## src/rtl/pulse_code_pkg.sv

```systemverilog
// Shared definitions for the pulse-code link: codeword constants, receiver FSM
// states and the codeword decoder used by both the TX encoder and the receiver.
package pulse_code_pkg;

  localparam int CODE_W = 8;

  localparam logic [CODE_W-1:0] CW_SYM0 = 8'h80;
  localparam logic [CODE_W-1:0] CW_SYM1 = 8'hA0;
  localparam logic [CODE_W-1:0] CW_SYM2 = 8'hA8;
  localparam logic [CODE_W-1:0] CW_SYM3 = 8'hAA;

  typedef enum logic [1:0] {
    ST_IDLE,
    ST_START,
    ST_DATA,
    ST_DONE
  } rx_state_e;

  // Returns {legal, symbol}; illegal codewords return 3'b000.
  function automatic logic [2:0] decode_code(input logic [CODE_W-1:0] c);
    logic [2:0] r;
    r = 3'b000;
    case (c)
      CW_SYM0: r = {1'b1, 2'd0};
      CW_SYM1: r = {1'b1, 2'd1};
      CW_SYM2: r = {1'b1, 2'd2};
      CW_SYM3: r = {1'b1, 2'd3};
      default: r = 3'b000;
    endcase
    return r;
  endfunction

endpackage

```

## src/rtl/pulse_rx_sync.sv

```systemverilog
// Metastability synchronizer for the asynchronous serial line plus a
// rising-edge detector on the synchronized value.
module pulse_rx_sync #(
  parameter int SYNC_STAGES = 2
) (
  input  logic clk,
  input  logic reset,
  input  logic rx_in,
  output logic rx_sync,
  output logic rx_rise
);

  logic [SYNC_STAGES-1:0] sync_q, sync_d;
  logic                   prev_q, prev_d;

  always_comb begin
    sync_d = {sync_q[SYNC_STAGES-2:0], rx_in};
    prev_d = sync_q[SYNC_STAGES-1];
  end

  always_ff @(posedge clk or posedge reset) begin
    if (reset) begin
      sync_q <= '0;
      prev_q <= 1'b0;
    end else begin
      sync_q <= sync_d;
      prev_q <= prev_d;
    end
  end

  assign rx_sync = sync_q[SYNC_STAGES-1];
  assign rx_rise = rx_sync & ~prev_q;

endmodule

```

## src/rtl/pulse_code_rx.sv

```systemverilog
// Pulse-code link receiver: recovers MSB-first 8-bit codewords and decodes them
// to 2-bit symbols. Define PULSE_RX_ERRCNT_EN to add the saturating err_cnt port.
module pulse_code_rx
  import pulse_code_pkg::*;
#(
  parameter int CLKS_PER_BIT = 5000,
  parameter int SYNC_STAGES  = 2
) (
  input  logic              clk,
  input  logic              reset,
  input  logic              rx_in,
  output logic [CODE_W-1:0] code,
  output logic [1:0]        symbol,
  output logic              sym_valid,
  output logic              frame_err,
`ifdef PULSE_RX_ERRCNT_EN
  output logic [7:0]        err_cnt,
`endif
  output logic              busy
);

  localparam int CNT_W = $clog2(CLKS_PER_BIT);
  localparam logic [CNT_W-1:0] HALF_LOAD = CNT_W'(CLKS_PER_BIT / 2 - 1);
  localparam logic [CNT_W-1:0] FULL_LOAD = CNT_W'(CLKS_PER_BIT - 1);

  logic rx_sync, rx_rise;

  pulse_rx_sync #(
    .SYNC_STAGES(SYNC_STAGES)
  ) u_sync (
    .clk    (clk),
    .reset  (reset),
    .rx_in  (rx_in),
    .rx_sync(rx_sync),
    .rx_rise(rx_rise)
  );

  rx_state_e         state_q, state_d;
  logic [CNT_W-1:0]  cnt_q, cnt_d;
  logic [2:0]        idx_q, idx_d;
  logic [CODE_W-1:0] shift_q, shift_d;
  logic [CODE_W-1:0] code_q, code_d;
  logic [1:0]        symbol_q, symbol_d;
  logic              sym_valid_q, sym_valid_d;
  logic              frame_err_q, frame_err_d;
  logic [2:0]        dec;

  assign dec = decode_code(shift_q);

  always_comb begin
    state_d     = state_q;
    cnt_d       = cnt_q;
    idx_d       = idx_q;
    shift_d     = shift_q;
    code_d      = code_q;
    symbol_d    = symbol_q;
    sym_valid_d = 1'b0;
    frame_err_d = 1'b0;

    case (state_q)
      ST_IDLE: begin
        if (rx_rise) begin
          state_d = ST_START;
          cnt_d   = HALF_LOAD;
        end
      end
      // Mid-cell check of the start bit rejects short glitches.
      ST_START: begin
        if (cnt_q != '0) begin
          cnt_d = cnt_q - 1'b1;
        end else if (rx_sync) begin
          shift_d = {{(CODE_W-1){1'b0}}, 1'b1};
          cnt_d   = FULL_LOAD;
          idx_d   = 3'd6;
          state_d = ST_DATA;
        end else begin
          state_d = ST_IDLE;
        end
      end
      ST_DATA: begin
        if (cnt_q != '0) begin
          cnt_d = cnt_q - 1'b1;
        end else begin
          shift_d = {shift_q[CODE_W-2:0], rx_sync};
          cnt_d   = FULL_LOAD;
          if (idx_q == 3'd0) begin
            state_d = ST_DONE;
          end else begin
            idx_d = idx_q - 1'b1;
          end
        end
      end
      ST_DONE: begin
        code_d = shift_q;
        if (dec[2]) begin
          symbol_d    = dec[1:0];
          sym_valid_d = 1'b1;
        end else begin
          frame_err_d = 1'b1;
        end
        state_d = ST_IDLE;
      end
      default: state_d = ST_IDLE;
    endcase
  end

  always_ff @(posedge clk or posedge reset) begin
    if (reset) begin
      state_q     <= ST_IDLE;
      cnt_q       <= '0;
      idx_q       <= '0;
      shift_q     <= '0;
      code_q      <= '0;
      symbol_q    <= '0;
      sym_valid_q <= 1'b0;
      frame_err_q <= 1'b0;
    end else begin
      state_q     <= state_d;
      cnt_q       <= cnt_d;
      idx_q       <= idx_d;
      shift_q     <= shift_d;
      code_q      <= code_d;
      symbol_q    <= symbol_d;
      sym_valid_q <= sym_valid_d;
      frame_err_q <= frame_err_d;
    end
  end

`ifdef PULSE_RX_ERRCNT_EN
  logic [7:0] err_cnt_q, err_cnt_d;

  always_comb begin
    err_cnt_d = err_cnt_q;
    if (frame_err_d && (err_cnt_q != 8'hFF)) err_cnt_d = err_cnt_q + 8'd1;
  end

  always_ff @(posedge clk or posedge reset) begin
    if (reset) err_cnt_q <= '0;
    else       err_cnt_q <= err_cnt_d;
  end

  assign err_cnt = err_cnt_q;
`endif

  assign code      = code_q;
  assign symbol    = symbol_q;
  assign sym_valid = sym_valid_q;
  assign frame_err = frame_err_q;
  assign busy      = (state_q != ST_IDLE);

endmodule

```

## config.mk

```make
export PLATFORM = sky130hd
export DESIGN_NAME = pulse_code_rx
export DESIGN_NICKNAME = d
export VERILOG_FILES = /design/src/rtl/pulse_code_pkg.sv /design/src/rtl/pulse_rx_sync.sv /design/src/rtl/pulse_code_rx.sv
export SDC_FILE = /design/constraint.sdc
export NUM_CORES = 1
export LEC_CHECK = 0
export BUFFER_PORTS_ARGS = -buffer_cell sky130_fd_sc_hd__buf_2
export CAP_MARGIN = 0
export CORE_ASPECT_RATIO = 0.5
export CORE_MARGIN = 4
export CORE_UTILIZATION = 45
export CTS_BUF_LIST = sky130_fd_sc_hd__clkbuf_2
export DETAILED_ROUTE_END_ITERATION = 7
export HOLD_SLACK_MARGIN = 0.15
export PLACE_DENSITY_LB_ADDON = 0.05
export SYNTH_ARGS = -nofsm -noshare
export SYNTH_HDL_FRONTEND = slang
export SYNTH_SLANG_ARGS = --single-unit
```

## constraint.sdc

```tcl
create_clock -name clk -period 4.05 [get_ports clk]
set_clock_uncertainty 0.2 [all_clocks]
set_input_delay 0.81 -clock clk [delete_from_list [all_inputs] [get_ports clk]]
set_output_delay 0.81 -clock clk [all_outputs]
set_load 0.02 [all_outputs]
```

== Word-level counts from Yosys, hierarchy flattened ==
Cells that the tools add are included.

* Latch bits: 0
* Memories kept: 0
* Memory bits (read-only): 0
* Input port bits: 3
* Output and inout port bits: 13
* Word-level logic and storage cells: 64
* Bits in registers: 41
* Bits in writable memories: 0

* Bitwise operators: 2
* Shift operators: 0
* Reduce and logical (&&, ||, !) cells: 11
* Div/mod/pow operators: 0
* Multiply operators: 0
* Order comparisons: 0
* Equality and inequality tests: 14
* Muxes and demuxes: 25
* Add/sub/neg operators: 2

{| class="wikitable"
|+ Operators by type and width
! operator !! count
|-
| 13-bit 2-to-1 mux || 4
|-
| 13-bit case mux with 3 select lines || 1
|-
| 8-bit == test, second input constant || 4
|-
| 8-bit 2-to-1 mux || 3
|-
| 8-bit case mux with 2 select lines || 1
|-
| 13-bit nonzero test || 1
|-
| 13-bit by 1-bit subtractor with 13-bit output, second input constant || 1
|-
| 3-bit 2-to-1 mux || 4
|-
| 3-bit case mux with 4 select lines || 1
|-
| 2-bit 2-to-1 mux || 5
|-
| 2-bit inequality test, second input constant || 5
|-
| 2-bit case mux with 4 select lines || 1
|-
| 4-bit AND reduction || 2
|-
| 3-bit case mux with 2 select lines || 1
|-
| 5-bit AND reduction || 1
|-
| 2-bit == test, second input constant || 2
|-
| 1-bit 2-to-1 mux || 4
|-
| 2-bit nonzero test || 2
|-
| 3-bit logical NOT || 1
|-
| 3-bit by 2-bit inequality test with 1-bit output, second input constant || 1
|-
| 3-bit AND reduction || 1
|-
| 3-bit nonzero test || 1
|-
| 3-bit by 1-bit subtractor with 3-bit output, second input constant || 1
|-
| 2-bit by 1-bit == test with 1-bit output, second input constant || 1
|-
| 5 further kinds || 5
|}

== Depth between registers and ports, before layout ==
Gate-level depths: netlist (run 1).

* Depth after elaboration: 4
* Depth in mapped cells: 8
* Depth with buffers taken out: 6

== Modules after synthesis ==
Synthesis (run 1) repeated with hierarchy kept, for this count alone.

* Cells, all modules: 207
* Area total of the unflattened synthesis: 2,202.1 um^2

{| class="wikitable"
|+ By module, submodules not included
! module !! sequential area each (um^2) !! cells each !! area an instance (um^2) !! instances
|-
| pulse_code_rx || 950.9 || 202 || 2,109.5 || 1
|-
| pulse_rx_sync || 75.1 || 5 || 92.6 || 1
|}

== Least setup slack after synthesis (run 1) ==
OpenSTA, ideal clock, no wires.

* Kind: register -> register
* Start point: reg cnt_q[0]
* End point: reg idx_q[0]
* Required time: 3.767 ns
* Arrival time: 2.041 ns
* Cell stages (with the launch flop): 8
* Setup slack: 1.726 ns
* Clock period less this slack: 2.324 ns
* Buffers on the path: 1
* Setup time: 0.083 ns
* Path through: dfrtp_1 -> inv_1 -> ha_1 -> or4b_1 -> a2111o_1 -> buf_6 -> or3_1 -> o21ai_0

* Longest elaborated chain between the ends: 3
* Elaborated cells on any way between the ends: 4
* Those cells by class: 2 x eq/ne; 2 x reduce/logical

{| class="wikitable"
|+ RTL lines
! element !! RTL line !! source
|-
| start, declared || pulse_code_rx.sv:39 || <nowiki>logic [CNT_W-1:0] cnt_q, cnt_d;</nowiki>
|-
| start signal, assigned || pulse_code_rx.sv:119 || <nowiki>cnt_q <= cnt_d;</nowiki>
|-
| 13-bit nonzero test (*) || pulse_code_rx.sv:69, pulse_code_rx.sv:81 ||
|-
| 2-bit inequality test (no source line) || -- ||
|-
| 5-bit AND reduction (no source line) (*) || -- ||
|-
| end signal, assigned || pulse_code_rx.sv:120 || <nowiki>idx_q <= idx_d;</nowiki>
|-
| end, declared || pulse_code_rx.sv:40 || <nowiki>logic [2:0] idx_q, idx_d;</nowiki>
|}

Every way passes the cells marked *; elsewhere a longest branch is shown, timed or not.
A chain may end at the register's enable or synchronous reset.

== Worst setup path after layout (run 1) ==
* Start point: reg cnt_q[0]
* End point: reg cnt_q[7]

* Longest elaborated chain between the ends: 3
* Elaborated cells on any way between the ends: 7
* Those cells by class: 1 x add/sub; 1 x eq/ne; 3 x mux; 2 x reduce/logical

{| class="wikitable"
|+ RTL lines
! element !! RTL line !! source
|-
| 13-bit by 1-bit subtractor with 13-bit output or 13-bit nonzero test (tied branches) || -- ||
|-
| 13-bit 2-to-1 mux (tied with other cells) || pulse_code_rx.sv:81 || <nowiki>if (cnt_q != '0) begin</nowiki>
|-
| 13-bit case mux with 3 select lines or 3-bit AND reduction (tied branches) || -- ||
|}

Parallel ways exist; a longest one is shown, timed or not.

==> results of run 1 <==
-- metrics by stage --
stage / utilization / instance area, um^2 / std cells / worst slack, ps
floorplan: - / 2120 / 215 / 1730
global placement: 0.497 / 2220 / 277 / 1360
detailed placement: 0.497 / 2220 / 277 / 1390
CTS: 0.513 / 2290 / 285 / 1360
global route: 0.513 / 2290 / 285 / 1130
finish: 0.513 / 2290 / 285 / 1380
-- placed cells by master (no fill, tap or decap), types with 2 or more instances in the layout --
cell type and n:
sky130_fd_sc_hd__dfrtp_1 41, sky130_fd_sc_hd__ha_1 9, sky130_fd_sc_hd__a2bb2oi_1 2, sky130_fd_sc_hd__clkbuf_2 5, sky130_fd_sc_hd__a22o_1 2, sky130_fd_sc_hd__or3_1 3
sky130_fd_sc_hd__o21ai_0 18, sky130_fd_sc_hd__o211ai_1 4, sky130_fd_sc_hd__a221o_1 2, sky130_fd_sc_hd__nand4_1 3, sky130_fd_sc_hd__a22oi_1 3, sky130_fd_sc_hd__nor2_1 7
sky130_fd_sc_hd__o31ai_1 4, sky130_fd_sc_hd__or4_1 4, sky130_fd_sc_hd__buf_2 15, sky130_fd_sc_hd__nor3_1 4, sky130_fd_sc_hd__nand2_1 24, sky130_fd_sc_hd__o221a_2 2
sky130_fd_sc_hd__nand3_1 6, sky130_fd_sc_hd__nor4_1 6, sky130_fd_sc_hd__mux2_2 8, sky130_fd_sc_hd__nand2b_1 3, sky130_fd_sc_hd__a31oi_1 3, sky130_fd_sc_hd__a21oi_1 6
sky130_fd_sc_hd__nor2b_1 2, sky130_fd_sc_hd__inv_1 19, sky130_fd_sc_hd__a211oi_1 2, sky130_fd_sc_hd__o221ai_1 2
-- area by class of cell --
class                      instances  area share
sequential                        41       0.448
clock buffer                       5      0.0109
multi-input combinational        144       0.423
inverter                          19      0.0311
tap                               57      0.0311
timing repair buffer              16      0.0360
clock inverter                     3      0.0202
-- flip-flops by register name, summed over array words and instances, names as in the netlist, named ones only --
register	cells
cnt_q	13
code	8
frame_err	1
idx_q	3
shift_q	8
state_q	1
sym_valid	1
symbol	2
u_sync.prev_q	1
u_sync.sync_q	2
-- worst max path at each step --
stage	depth (start not counted)	endpoint	start	slack (ps)
final	6	cnt_q[7]$_DFFE_PP0P_	cnt_q[0]$_DFFE_PP0P_	1380
after detailed placement	4	cnt_q[5]$_DFFE_PP0P_	state_q[0]$_DFFE_PP0P_	1390
after global placement	4	cnt_q[5]$_DFFE_PP0P_	state_q[0]$_DFFE_PP0P_	1360
after CTS	4	cnt_q[5]$_DFFE_PP0P_	state_q[0]$_DFFE_PP0P_	1360
after global routing	6	cnt_q[8]$_DFFE_PP0P_	cnt_q[0]$_DFFE_PP0P_	1130
after floorplan	7	idx_q[0]$_DFFE_PP0P_	cnt_q[0]$_DFFE_PP0P_	1730
-- layer usage --
metal | GRT usage | wire [um]
met5 | 0 | 0
met4 | 0.0598 | 65
met2 | 0.252 | 1970
met3 | 0.0482 | 219
met1 | 0.215 | 2120
-- worst max-delay path: cells and delay by family, from the launching register on --
kind | cells | cell delay, ps
compound gates | 1 | 310
flops | 1 | 420
simple gates | 3 | 1380
buf+inv | 1 | 130
fa+ha+maj | 1 | 180
-- power by group through the flow --
stage	logic (mW)	clock network, mW	registers [mW]
after floorplan	0.286	0	0.488
after global placement	0.366	0	0.495
after detailed placement	0.369	0	0.496
after CTS	0.370	0.261	0.489
after global routing	0.419	0.284	0.497
final	0.369	0.256	0.490
-- kinds of logic after synthesis --
group                      after synthesis  synth area share
xor gates and xnor gates                 1           0.00414
AOI/OAI and AO/OA                       56             0.183
DFF                                     41             0.484
and+or+nand+nor                         69             0.170
adders and majority gates                9            0.0532
buffers and inverters                   30            0.0585
muxes                                    9            0.0473
==> results.sh, run 1 <==
export IMPL_worst_slew_pin_transition_ps=876
export IMPL_hp_start="u_sync.sync_q[0]$_DFF_PP0_"
export IMPL_yosysUniqueCellTypes=44
export IMPL_switchingPower_mw=0.432
export IMPL_floorplan_core_area_um2=4470
export IMPL_synth_cells_most_frequent="sky130_fd_sc_hd__dfrtp_1, sky130_fd_sc_hd__nand2_1, sky130_fd_sc_hd__inv_1, sky130_fd_sc_hd__o21ai_0, sky130_fd_sc_hd__ha_1"
export IMPL_finalWirelength_um=4380
export IMPL_drt_pass1_iterations=5
export IMPL_place_detailed_hpwl_um=2940
export IMPL_power_combinational_fraction=0.331
export IMPL_power_mw=1.11
export IMPL_hold_slack_ps=181
export IMPL_per_cell_via_count_in_the_routed_design=5.78
export IMPL_ctsRootBufferMaster="sky130_fd_sc_hd__clkbuf_2"
export IMPL_worstSetupPathType="register to register"
export IMPL_cts_buffer_depth=2
export IMPL_timing_final_max_slew_violations=0
export IMPL_detailedRoute_firstIterationViolations=72
export IMPL_initial_utilization=0.474
export IMPL_grt_overflow_total=0
export IMPL_pwr_share_seq=0.440
export IMPL_floorplan_die_height_um=56.5
export IMPL_endpoint_kind_of_the_worst_setup_timing_path="register"
export IMPL_critical_path_cell_chain="inv_1 > ha_1 > nor4b_1 > nand4_1 > and2_1 > o221a_2"
export IMPL_worst_path_largest_cell_delay_ps=470
export IMPL_rsz_0062_raised_after_global_routing="false"
export IMPL_grt_antenna_before_repair=0
export IMPL_detail_route_antenna_nets=0
export IMPL_crit_fanout=8
export IMPL_place_port_buffers=15
export IMPL_cts_tree="done"
export IMPL_via_count=1647
export IMPL_timing_rr_end="cnt_q[7]$_DFFE_PP0P_"
export IMPL_post_route_period_util=0.659
export IMPL_power_per_cell_area_nw_per_um2=487
export IMPL_yosys_warnings=0
export IMPL_min_delay_worst_type="register to register"
export IMPL_final_layout_size_suffix_gt1_frac=0.162
export IMPL_cts_repair_resized=0
export IMPL_groute_usage_overall=0.162
export IMPL_clock_transition_at_the_registers_of_the_reported_paths_ps=240
export IMPL_max_clock_freq_mhz=375
export IMPL_n_fill_cell=419
export IMPL_final_report_hold_violation_count=0
export IMPL_cts_sink_count=41
export IMPL_critical_path_startpoint_type="register"
export IMPL_status="finished clean"
export IMPL_cell_internal_pwr_mw=0.682
export IMPL_area_growth_synth_to_final_pct=8.15
export IMPL_power_leakage_nw=1.02
export IMPL_crit_required_ps=4200
export IMPL_post_synth_instance_area_um2=2120
export IMPL_drt_wirelength_per_cell_um=15.4
export IMPL_synth_top_cell_by_area="sky130_fd_sc_hd__dfrtp_1"
export IMPL_relSlewSlack=0.416
export IMPL_timing_setup_tns_ps=0
export IMPL_worst_skew_pair_late_latency_ps=430
export IMPL_die_w_um=105
export IMPL_worst_hold_path_num_cells=0
export IMPL_antenna_diode_count=0
export IMPL_pwr_share_clk=0.230
export IMPL_num_rows=17
export IMPL_setup_viol=0
export IMPL_post_synth_cell_area_avg_um2=9.85
export IMPL_number_of_h_tree_levels=2
export IMPL_timing_critical_path_arrival_ps=2820
export IMPL_synth_nets=227
export IMPL_syn_instance_count=215
export IMPL_drv_max_cap_violation_count=0
export IMPL_synth_area_top_cells="sky130_fd_sc_hd__dfrtp_1, sky130_fd_sc_hd__ha_1, sky130_fd_sc_hd__o21ai_0, sky130_fd_sc_hd__mux2_2, sky130_fd_sc_hd__nand2_1"
export IMPL_synth_top_cell_area_share=0.484
export IMPL_max_vdd_ir_drop_uv=250
export IMPL_grt_max_degree=42
export IMPL_power_switching_share=0.388
export IMPL_multiInputGateArea_um2=968
export IMPL_synth_seq_area_share=0.484
export IMPL_ys_seq_elements=41
export IMPL_holdPathEnd="u_sync.sync_q[1]$_DFF_PP0_"
export IMPL_total_die_area_um2=5940
export IMPL_place_gp_congestion=0.776
export IMPL_ios=16
export IMPL_synth_most_common_cell="sky130_fd_sc_hd__dfrtp_1"
export IMPL_final_nets=239
export IMPL_reg2reg_depth=6
export IMPL_cts_made_buffers=5
export IMPL_route_detailed_drc=0
export IMPL_synth_async_sr_flop_share=1.00
export IMPL_layout_area_seq_um2=1030
export IMPL_timing_rr_start="cnt_q[0]$_DFFE_PP0P_"
export IMPL_r2r_setup_slk_ps=1380
export IMPL_post_cts_setup_buffer_count=0
export IMPL_synth_ff_type="sky130_fd_sc_hd__dfrtp_1"
export IMPL_cts_hold_repair_buffers=0
export IMPL_fin_crit_ps=2670
export IMPL_grt_first_pass_wirelength_um=7620
export IMPL_grt_pass1_vias=1570
export IMPL_synth_edf_count=0
export IMPL_timing_critical_path_slowest_stage_cell="sky130_fd_sc_hd__nand4_1"
No activity file was read; power rests on OpenSTA's default activity.
==> run 2, diff against run 1 <==
==> constraint.sdc (replaced) <==
create_clock -name clk -period 2.23 [get_ports clk]
set_clock_uncertainty 0.2 [all_clocks]
set_input_delay 0.446 -clock clk [delete_from_list [all_inputs] [get_ports clk]]
set_output_delay 0.446 -clock clk [all_outputs]
set_load 0.02 [all_outputs]
==> run 2 against run 1 <==
Effect of this change: fmax increased by 21%; non-clock buffer count increased by 30; highest routed layer unchanged; setup slack got worse by 1300 ps; critical path type unchanged; combinational power increased to 2.5 times the previous value; critical path depth decreased by 2; core utilization increased by 6.8 points; largest cell class is now multi-input gates; largest power group is now combinational cells.
==> results.sh, run 2 (synthesized netlist as in run 1, its figures left out) <==
export IMPL_worst_slew_pin_transition_ps=512
export IMPL_pre_cts_ws_ps=-21.3
export IMPL_max_flop_register="cnt_q"
export IMPL_num_rows=17
export IMPL_drt_pass1_iterations=4
export IMPL_fin_crit_ps=2200
export IMPL_final_nets=269
export IMPL_cts_made_buffers=5
export IMPL_route_layer_met1_wl_um=2170
export IMPL_final_layout_size_suffix_gt1_frac=0.295
export IMPL_ios=16
export IMPL_setup_ws_ps=30.7
export IMPL_wl_met3_um=213
export IMPL_grt_first_pass_wirelength_um=7960
export IMPL_finish_instance_area_um2=2590
export IMPL_crit_buf_inv=0
export IMPL_timing_critical_path_slowest_stage_cell="sky130_fd_sc_hd__or4_4"
export IMPL_place_inst=300
export IMPL_critical_path_startpoint_type="register"
export IMPL_status="finished clean"
export IMPL_critical_path_cell_chain="or4_4 > a2111o_1 > or3_1 > o21ai_1"
export IMPL_post_route_period_util=0.986
export IMPL_drv_max_cap_violation_count=0
export IMPL_grt_overflow_total=0
export IMPL_crit_required_ps=2370
export IMPL_hold_slack_ps=180
export IMPL_max_vdd_ir_drop_uv=429
export IMPL_number_of_h_tree_levels=2
export IMPL_timing_final_max_slew_violations=0
export IMPL_rsz_0062_raised_after_global_routing="true"
export IMPL_r2r_setup_slk_ps=30
export IMPL_place_detailed_hpwl_um=3140
export IMPL_per_cell_via_count_in_the_routed_design=5.51
export IMPL_initial_utilization=0.474
export IMPL_area_growth_synth_to_final_pct=22.4
export IMPL_routed_wl_met2_um=2220
export IMPL_drt_wirelength_per_cell_um=14.7
export IMPL_largest_reg_flops=13
export IMPL_antenna_diode_count=0
export IMPL_n_fill_cell=413
export IMPL_min_delay_worst_type="register to register"
export IMPL_post_layout_util=0.580
export IMPL_total_die_area_um2=5940
export IMPL_grt_max_degree=42
export IMPL_detailedRoute_firstIterationViolations=35
export IMPL_worstSetupPathType="register to register"
export IMPL_critPathTopFamily="simple AND/OR/NAND/NOR gates"
export IMPL_ctsRootBufferMaster="sky130_fd_sc_hd__clkbuf_2"
export IMPL_grt_pass1_vias=1708
export IMPL_endpoint_kind_of_the_worst_setup_timing_path="register"
export IMPL_worst_skew_pair_late_latency_ps=410
export IMPL_floorplan_die_height_um=56.5
export IMPL_route_detailed_drc=0
export IMPL_floorplan_core_area_um2=4470
export IMPL_cts_sink_count=41
export IMPL_final_report_hold_violation_count=0
export IMPL_crit_fanout=5
export IMPL_final_common_cell="sky130_fd_sc_hd__dfrtp_1"
export IMPL_max_clock_freq_mhz=455
export IMPL_relSlewSlack=0.659
export IMPL_groute_usage_overall=0.167
export IMPL_cts_tree="done"
export IMPL_grt_antenna_before_repair=0
export IMPL_power_per_cell_area_nw_per_um2=872
export IMPL_timing_critical_path_arrival_ps=2340
export IMPL_worst_path_largest_cell_delay_ps=600
export IMPL_place_port_buffers=15
export IMPL_final_cell_mix="sky130_fd_sc_hd__dfrtp_1, sky130_fd_sc_hd__buf_4, sky130_fd_sc_hd__nand2_1"
export IMPL_detail_route_antenna_nets=0
export IMPL_timing_setup_tns_ps=0
export IMPL_routed_top_layer="met4"
export IMPL_die_w_um=105
export IMPL_cts_buffer_depth=2
export IMPL_power_leakage_nw=1.19
export IMPL_place_gp_congestion=0.785
export IMPL_power_mw=2.26
export IMPL_finalWirelength_um=4630
export IMPL_setup_viol=0
export IMPL_finalNonFillerCells=315
export IMPL_clock_transition_at_the_registers_of_the_reported_paths_ps=220
export IMPL_placed_cell_area_um2=2400
export IMPL_via_count=1735
## run 2: cell types whose count changed in the layout (fill, tap and decap cells not counted), moves of 3 or more
cell                      before  now
sky130_fd_sc_hd__buf_4         1   26
sky130_fd_sc_hd__buf_6         0    3
sky130_fd_sc_hd__o21ai_0      18   15
sky130_fd_sc_hd__o21ai_1       0    3
## run 2: path summary, 6_finish.rpt
kind / start / endpoint / cells past startpoint
setup / recovery: cnt_q[7]$_DFFE_PP0P_ / idx_q[0]$_DFFE_PP0P_ / 4
hold / removal: u_sync.sync_q[0]$_DFF_PP0_ / u_sync.sync_q[1]$_DFF_PP0_ / 0
setup reg to reg: cnt_q[7]$_DFFE_PP0P_ / idx_q[0]$_DFFE_PP0P_ / 4
hold reg to reg: u_sync.sync_q[0]$_DFF_PP0_ / u_sync.sync_q[1]$_DFF_PP0_ / 0
max in group asynchronous: reset / cnt_q[4]$_DFFE_PP0P_ / 4
min in group asynchronous: reset / cnt_q[11]$_DFFE_PP0P_ / 4
## run 2: metal layers
layer,vias up,GRT usage
met2,28,0.280
met5,-,0
met4,0,0.0280
li1,866,-
met3,6,0.0459
met1,835,0.221
## run 2: final cells by class
cell class	instances	area (um^2)	share of cell area
clock inverter	3	46.3	0.0179
clock buffer	5	25.0	0.00965
inverter	19	71.3	0.0275
timing repair buffer	46	324	0.125
multi-input combinational	144	1030	0.397
tap	57	71.3	0.0275
sequential	41	1030	0.396
## run 2: what timing repair did
item,4_1_cts,5_1_grt
setup buffers,3,2
endpoints found under the setup margin,1,23
resized for setup,2,16
pin swaps,3,4
endpoints found under the hold margin,42,0
hold buffers,2,0
## run 2: worst register-to-register path, delay by kind of cell, from the launching register on
kind	cells	cell delay, ps
AND/OR/NAND/NOR	2	970
AO/OA/AOI/OAI	2	540
flip-flops	1	440
## run 2: power by group
group          internal, mW  switching (mW)
sequential            0.814          0.0559
combinational         0.397           0.539
clock                 0.191           0.263
total                  1.40           0.859
